## config.mk

```make
export PLATFORM = sky130hd
export DESIGN_NAME = multicycle_controller
export DESIGN_NICKNAME = d
export VERILOG_FILES = /design/src/rtl/multicycle_controller.sv
export SDC_FILE = /design/constraint.sdc
export NUM_CORES = 1
export LEC_CHECK = 0
export CAP_MARGIN = 10
export CORE_MARGIN = 5
export CORE_UTILIZATION = 47
export DETAILED_ROUTE_END_ITERATION = 8
export PLACE_DENSITY = 0.87
export RECOVER_POWER = 100
export SYNTH_ARGS = -nofsm -noshare
export SYNTH_HDL_FRONTEND = slang
export SYNTH_SLANG_ARGS = --single-unit
```

## constraint.sdc

```tcl
create_clock -name clk -period 5.25 [get_ports clk]
set_input_delay 0.525 -clock clk [delete_from_list [all_inputs] [get_ports clk]]
set_output_delay 0.525 -clock clk [all_outputs]
set_load 0.1 [all_outputs]
```

## src/rtl/multicycle_controller.sv

```systemverilog
// Multicycle RV32I control unit: sequences fetch/decode/execute/memory/writeback
// over a shared ALU and memory port, traps illegal encodings, counts retirements.
module multicycle_controller #(
  parameter bit          EXT_BRANCH = 1'b1,
  parameter bit          EXT_ALU    = 1'b1,
  parameter int unsigned CNT_WIDTH  = 32
) (
  input  logic                 clk,
  input  logic                 rst_n,
  input  logic [31:0]          Instr,
  input  logic                 Zero,
  input  logic                 Negative,
  input  logic                 Overflow,
  input  logic                 Carry,
  input  logic                 MemReady,
  output logic                 PCWrite,
  output logic                 IRWrite,
  output logic                 RegWrite,
  output logic                 MemWrite,
  output logic                 MemReq,
  output logic                 AdrSrc,
  output logic [1:0]           ResultSrc,
  output logic [1:0]           ALUSrcA,
  output logic [1:0]           ALUSrcB,
  output logic [2:0]           ImmSrc,
  output logic [3:0]           ALUControl,
  output logic                 Illegal,
  output logic [CNT_WIDTH-1:0] InstRet
);

  localparam int unsigned OPW = 7;
  localparam int unsigned ALUW = 4;
  localparam int unsigned IMMW = 3;

  localparam logic [OPW-1:0] OP_LOAD   = 7'b0000011;
  localparam logic [OPW-1:0] OP_STORE  = 7'b0100011;
  localparam logic [OPW-1:0] OP_R      = 7'b0110011;
  localparam logic [OPW-1:0] OP_I      = 7'b0010011;
  localparam logic [OPW-1:0] OP_BRANCH = 7'b1100011;
  localparam logic [OPW-1:0] OP_JAL    = 7'b1101111;
  localparam logic [OPW-1:0] OP_JALR   = 7'b1100111;
  localparam logic [OPW-1:0] OP_LUI    = 7'b0110111;
  localparam logic [OPW-1:0] OP_AUIPC  = 7'b0010111;

  localparam logic [ALUW-1:0] ALU_ADD  = 4'b0000;
  localparam logic [ALUW-1:0] ALU_SUB  = 4'b0001;
  localparam logic [ALUW-1:0] ALU_AND  = 4'b0010;
  localparam logic [ALUW-1:0] ALU_OR   = 4'b0011;
  localparam logic [ALUW-1:0] ALU_XOR  = 4'b0100;
  localparam logic [ALUW-1:0] ALU_SLL  = 4'b0101;
  localparam logic [ALUW-1:0] ALU_SRL  = 4'b0110;
  localparam logic [ALUW-1:0] ALU_SRA  = 4'b0111;
  localparam logic [ALUW-1:0] ALU_SLT  = 4'b1000;
  localparam logic [ALUW-1:0] ALU_SLTU = 4'b1001;

  localparam logic [IMMW-1:0] IMM_I = 3'b000;
  localparam logic [IMMW-1:0] IMM_S = 3'b001;
  localparam logic [IMMW-1:0] IMM_B = 3'b010;
  localparam logic [IMMW-1:0] IMM_J = 3'b011;
  localparam logic [IMMW-1:0] IMM_U = 3'b100;

  typedef enum logic [3:0] {
    S_FETCH, S_DECODE, S_MEMADR, S_MEMREAD, S_MEMWRITE, S_MEMWB, S_EXECR,
    S_EXECI, S_ALUWB, S_BRANCH, S_JAL, S_JALR, S_LUI, S_TRAP
  } state_t;

  state_t               r_state;
  state_t               w_next;
  state_t               w_dec_state;
  logic [CNT_WIDTH-1:0] r_instret;
  logic [OPW-1:0]       w_opcode;
  logic [2:0]           w_funct3;
  logic [6:0]           w_funct7;
  logic                 w_alu_f3_ok;
  logic                 w_r_legal;
  logic                 w_br_legal;
  logic                 w_taken;
  logic [ALUW-1:0]      w_alu_op;
  logic [IMMW-1:0]      w_imm_src;
  logic                 w_pc_we;
  logic                 w_ir_we;
  logic                 w_reg_we;
  logic                 w_mem_we;
  logic                 w_mem_req;
  logic                 w_unused_fields;

  assign w_opcode        = Instr[6:0];
  assign w_funct3        = Instr[14:12];
  assign w_funct7        = Instr[31:25];
  assign w_unused_fields = ^Instr[24:7];

  // Instruction legality and DECODE successor
  always_comb begin
    w_alu_f3_ok = EXT_ALU || !(w_funct3 inside {3'b001, 3'b011, 3'b100, 3'b101});
    w_r_legal   = w_alu_f3_ok &&
                  ((w_funct7 == 7'b0000000) ||
                   ((w_funct7 == 7'b0100000) && ((w_funct3 == 3'b000) || (w_funct3 == 3'b101))));
    w_br_legal  = (w_funct3 == 3'b000) ||
                  (EXT_BRANCH && (w_funct3 inside {3'b001, 3'b100, 3'b101, 3'b110, 3'b111}));
    w_dec_state = S_TRAP;
    case (w_opcode)
      OP_LOAD, OP_STORE: w_dec_state = (w_funct3 == 3'b010) ? S_MEMADR : S_TRAP;
      OP_R:              w_dec_state = w_r_legal ? S_EXECR : S_TRAP;
      OP_I:              w_dec_state = w_alu_f3_ok ? S_EXECI : S_TRAP;
      OP_BRANCH:         w_dec_state = w_br_legal ? S_BRANCH : S_TRAP;
      OP_JAL:            w_dec_state = S_JAL;
      OP_JALR:           w_dec_state = (w_funct3 == 3'b000) ? S_JALR : S_TRAP;
      OP_LUI:            w_dec_state = S_LUI;
      OP_AUIPC:          w_dec_state = S_ALUWB;
      default:           w_dec_state = S_TRAP;
    endcase
  end

  // ALU operation, branch condition and immediate format
  always_comb begin
    w_alu_op = ALU_ADD;
    case (w_funct3)
      3'b000:  w_alu_op = ((w_opcode == OP_R) && w_funct7[5]) ? ALU_SUB : ALU_ADD;
      3'b001:  w_alu_op = ALU_SLL;
      3'b010:  w_alu_op = ALU_SLT;
      3'b011:  w_alu_op = ALU_SLTU;
      3'b100:  w_alu_op = ALU_XOR;
      3'b101:  w_alu_op = w_funct7[5] ? ALU_SRA : ALU_SRL;
      3'b110:  w_alu_op = ALU_OR;
      default: w_alu_op = ALU_AND;
    endcase

    case (w_funct3)
      3'b000:  w_taken = Zero;
      3'b001:  w_taken = !Zero;
      3'b100:  w_taken = Negative ^ Overflow;
      3'b101:  w_taken = !(Negative ^ Overflow);
      3'b110:  w_taken = !Carry;
      3'b111:  w_taken = Carry;
      default: w_taken = 1'b0;
    endcase

    case (w_opcode)
      OP_STORE:          w_imm_src = IMM_S;
      OP_BRANCH:         w_imm_src = IMM_B;
      OP_JAL:            w_imm_src = IMM_J;
      OP_LUI, OP_AUIPC:  w_imm_src = IMM_U;
      default:           w_imm_src = IMM_I;
    endcase
  end

  always_ff @(posedge clk or negedge rst_n) begin
    if (!rst_n) r_state <= S_FETCH;
    else        r_state <= w_next;
  end

  // Next state and datapath controls
  always_comb begin
    w_next     = r_state;
    w_pc_we    = 1'b0;
    w_ir_we    = 1'b0;
    w_reg_we   = 1'b0;
    w_mem_we   = 1'b0;
    w_mem_req  = 1'b0;
    AdrSrc     = 1'b0;
    ResultSrc  = 2'b00;
    ALUSrcA    = 2'b00;
    ALUSrcB    = 2'b00;
    ImmSrc     = w_imm_src;
    ALUControl = ALU_ADD;
    case (r_state)
      S_FETCH: begin
        w_mem_req = 1'b1;
        if (MemReady) begin
          w_ir_we   = 1'b1;
          w_pc_we   = 1'b1;
          ResultSrc = 2'b10;
          ALUSrcB   = 2'b10;
          w_next    = S_DECODE;
        end
      end
      S_DECODE: begin
        ALUSrcA = 2'b01;
        ALUSrcB = 2'b01;
        w_next  = w_dec_state;
      end
      S_MEMADR: begin
        ALUSrcA = 2'b10;
        ALUSrcB = 2'b01;
        w_next  = w_opcode[5] ? S_MEMWRITE : S_MEMREAD;
      end
      S_MEMREAD: begin
        w_mem_req = 1'b1;
        AdrSrc    = 1'b1;
        if (MemReady) w_next = S_MEMWB;
      end
      S_MEMWRITE: begin
        w_mem_req = 1'b1;
        w_mem_we  = 1'b1;
        AdrSrc    = 1'b1;
        if (MemReady) w_next = S_FETCH;
      end
      S_MEMWB: begin
        ResultSrc = 2'b01;
        w_reg_we  = 1'b1;
        w_next    = S_FETCH;
      end
      S_EXECR: begin
        ALUSrcA    = 2'b10;
        ALUControl = w_alu_op;
        w_next     = S_ALUWB;
      end
      S_EXECI: begin
        ALUSrcA    = 2'b10;
        ALUSrcB    = 2'b01;
        ALUControl = w_alu_op;
        w_next     = S_ALUWB;
      end
      S_ALUWB: begin
        w_reg_we = 1'b1;
        w_next   = S_FETCH;
      end
      S_BRANCH: begin
        ALUSrcA    = 2'b10;
        ALUControl = ALU_SUB;
        w_pc_we    = w_taken;
        w_next     = S_FETCH;
      end
      S_JAL: begin
        ALUSrcA = 2'b01;
        ALUSrcB = 2'b10;
        w_pc_we = 1'b1;
        w_next  = S_ALUWB;
      end
      S_JALR: begin
        ALUSrcA = 2'b10;
        ALUSrcB = 2'b01;
        ImmSrc  = IMM_I;
        w_next  = S_JAL;
      end
      S_LUI: begin
        ALUSrcA = 2'b11;
        ALUSrcB = 2'b01;
        ImmSrc  = IMM_U;
        w_next  = S_ALUWB;
      end
      S_TRAP:  w_next = S_TRAP;
      default: w_next = S_FETCH;
    endcase
  end

  // Enables are forced low for the whole reset interval, not just after the edge
  assign PCWrite  = w_pc_we & rst_n;
  assign IRWrite  = w_ir_we & rst_n;
  assign RegWrite = w_reg_we & rst_n;
  assign MemWrite = w_mem_we & rst_n;
  assign MemReq   = w_mem_req & rst_n;
  assign Illegal  = (r_state == S_TRAP);

  always_ff @(posedge clk or negedge rst_n) begin
    if (!rst_n)                                     r_instret <= '0;
    else if ((r_state != S_FETCH) && (w_next == S_FETCH)) r_instret <= r_instret + CNT_WIDTH'(1);
  end

  assign InstRet = r_instret;

endmodule

```

==> out/summary.txt <==
final setup vio count -> 0
Synth Flop Type -> dfrtp_1
Critical Path End Type -> output pin
Yosys cell types -> 51
Slowest cell on crit path -> clkbuf_1
Tcrit/Tclk final -> 0.776
core area -> 4750 um2
critical path, cell by cell -> clkbuf_1 -> o21ai_0 -> nor2_1 -> clkdlybuf4s50_1
Max-slew headroom -> -0.318
1st-iter DRT viols -> 124
critical path fanouts, max -> 41
H-tree levels -> 2
DP Area -> 3110 um2
Mapped Nets -> 309
failing checks -> max-capacitance violations, max-slew violations
Avg WL per Cell -> 14.1 um
Synth top area share -> 0.388
drt first pass iters -> 4
clock skew -> 0.00533 ns
largest net degree at the start of global routing -> 42
pwr dens -> 414 nW/um2
number of global-route vias before repair -> 2133
CTS buffer count -> 5
P&R area growth vs syn -> 36.1%
Ant. Diodes -> 0
clock latency on the worst-skew pair -> 0.28 ns
top cells by count, synth -> dfrtp_1 (36), nor2_1 (30), xor2_1 (20), nand2_1 (19), xnor2_1 (17)
Worst Slack Setup Final -> 1.18 ns
clock buffer depth -> 2
CP Buf/Inv Count -> 2
Final Instance Area -> 3160 um2
worst slew pin tran -> 1.98 ns
area leader, netlist -> dfrtp_1
CP startpoint kind -> input port
Register Area -> 901 um2
DP Worst Slack -> 1.57 ns
FMAX -> 246 MHz
DIE AREA -> 6450 um2
Die Ht -> 80.3 um
clock root cell -> clkbuf_8
Yosys Warn Count -> 0
Clock transition at path regs -> 0.06 ns
Post-Route WL -> 5710 um
Critical Path AT -> 3.55 ns
Overflow after GRT -> 0
status -> finished with violations
# port buffers -> 75
antenna violations before repair -> 0
Global Route Usage Sum -> 0.187
Syn Area/Cell -> 8.64 um2
post-layout min period -> 4.07 ns
Worst VDD drop -> 0.260 mV
ANT nets after route -> 0
share of post-route cells with drive strength above 1 -> 0.0442
Worst Hold Class -> flip-flop to flip-flop
nets -> 379
Final GP Congestion -> 0.805
Multi-input gate area -> 1320 um2
Final Hold Viols -> 0
# resized after CTS -> 0
CP required -> 4.72 ns
dpl hpwl -> 4500 um
Synth Cell Area -> 2320 um2
Starting Density -> 0.489
DRC viols -> 0
Slowest Stage Delay on Critical Path -> 1.39 ns
Synth Register Bits -> 36
CTS sink cnt -> 36
# hold bufs at CTS -> 0
fraction of registers with async set or reset after synthesis -> 1.00
# fillers -> 392
sequential element share of the synthesized area -> 0.388
cells after synthesis -> 269
RSZ-0062 raised after global routing -> no
most common cell in the netlist -> dfrtp_1
IO Count -> 91
CTS tree -> yes
cell family with most CP delay -> buffers and inverters
pins over their slew limit -> 42
die width -> 80.3 um
row cnt -> 25
setup repair bufs after CTS -> 0
EDFF count, synth -> 0
top cells by area, synth -> dfrtp_1 (39%), xor2_1 (7.5%), xnor2_1 (6.4%)
Max Cap Violations -> 1
Leak -> 1.46 nW
Avg Vias per Cell -> 5.53
CP Class -> input port to output pin
via count -> 2245
setup_tns -> 0 ns
first-pass GRT wire length -> 9670 um
final core occ -> 0.666
==> kinds of logic (layout without fill, tap and decap cells) <==
kind of cell,Yosys count,in the layout,synth area share
AND/OR/NAND/NOR,121,121,0.285
XOR/XNOR,37,37,0.139
AO/OA/AOI/OAI,49,49,0.133
multiplexers,2,2,0.00969
buffers and inverters,23,93,0.0398
flip-flops,36,36,0.388
adder cells (fa/ha/maj),1,1,0.00538
==> cells in the final DEF, fill, tap and decap left out, types with 3 or more instances in the layout <==
cell and n:
nor4_1 4, nor3_1 12, a21o_1 4, xnor2_1 17, nor2b_1 5, inv_1 10
clkdlybuf4s50_1 20, dlygate4sd3_1 54, or3_1 3, nand3_1 11, nand2b_1 6, and3_1 4
xor2_1 20, o21ai_0 16, or4_1 3, nand4_1 7, clkbuf_8 5, a31oi_1 4
dfrtp_1 36, nor2_1 30, nand2_1 19, a21oi_1 8
==> flip-flops by register name (all words and copies together), names as in the netlist <==
signal / count
InstRet: 32
r_state: 4
==> cell type report <==
class                           instances  share of cell area
Sequential cell                        36               0.285
Tap cell                               67              0.0265
Multi-Input combinational cell        210               0.416
Inverter                               11              0.0130
Timing Repair Buffer                   75               0.235
Clock inverter                          1             0.00158
Clock buffer                            6              0.0229
==> power breakdown <==
group          internal, mW  switching (mW)
Clock                0.0900          0.0893
Combinational         0.180           0.573
Sequential            0.311          0.0674
==> routing by layer <==
layer,vias up,global-route usage,part of all wire
met1,1066,0.221,0.42
met3,14,0.0392,0.065
met4,0,0.0709,0.024
met2,79,0.330,0.49
met5,-,0,0
li1,1086,-,-
==> stage by stage <==
step / power [mW] / hold WS [ns] / std cells
floorplan: 0.983 / 0.229 / 269
global placement: 1.15 / 0.459 / 399
detailed placement: 1.16 / 0.462 / 399
CTS: 1.34 / 0.367 / 406
global route: 1.38 / 0.485 / 406
finish: 1.31 / 0.469 / 406
==> worst paths after layout <==
kind	start	to	slack, ns	cells after the start
max reg2reg	r_state[1]	InstRet[28]	2.73	5
min reg2reg	InstRet[31]	InstRet[31]	0.47	1
max in group asynchronous	rst_n	r_state[2]	3.32	1
max	rst_n	PCWrite	1.18	4
min	InstRet[31]	InstRet[31]	0.47	1
min in group asynchronous	rst_n	InstRet[0]	0.79	1
Power figures use the tool's default switching activity.
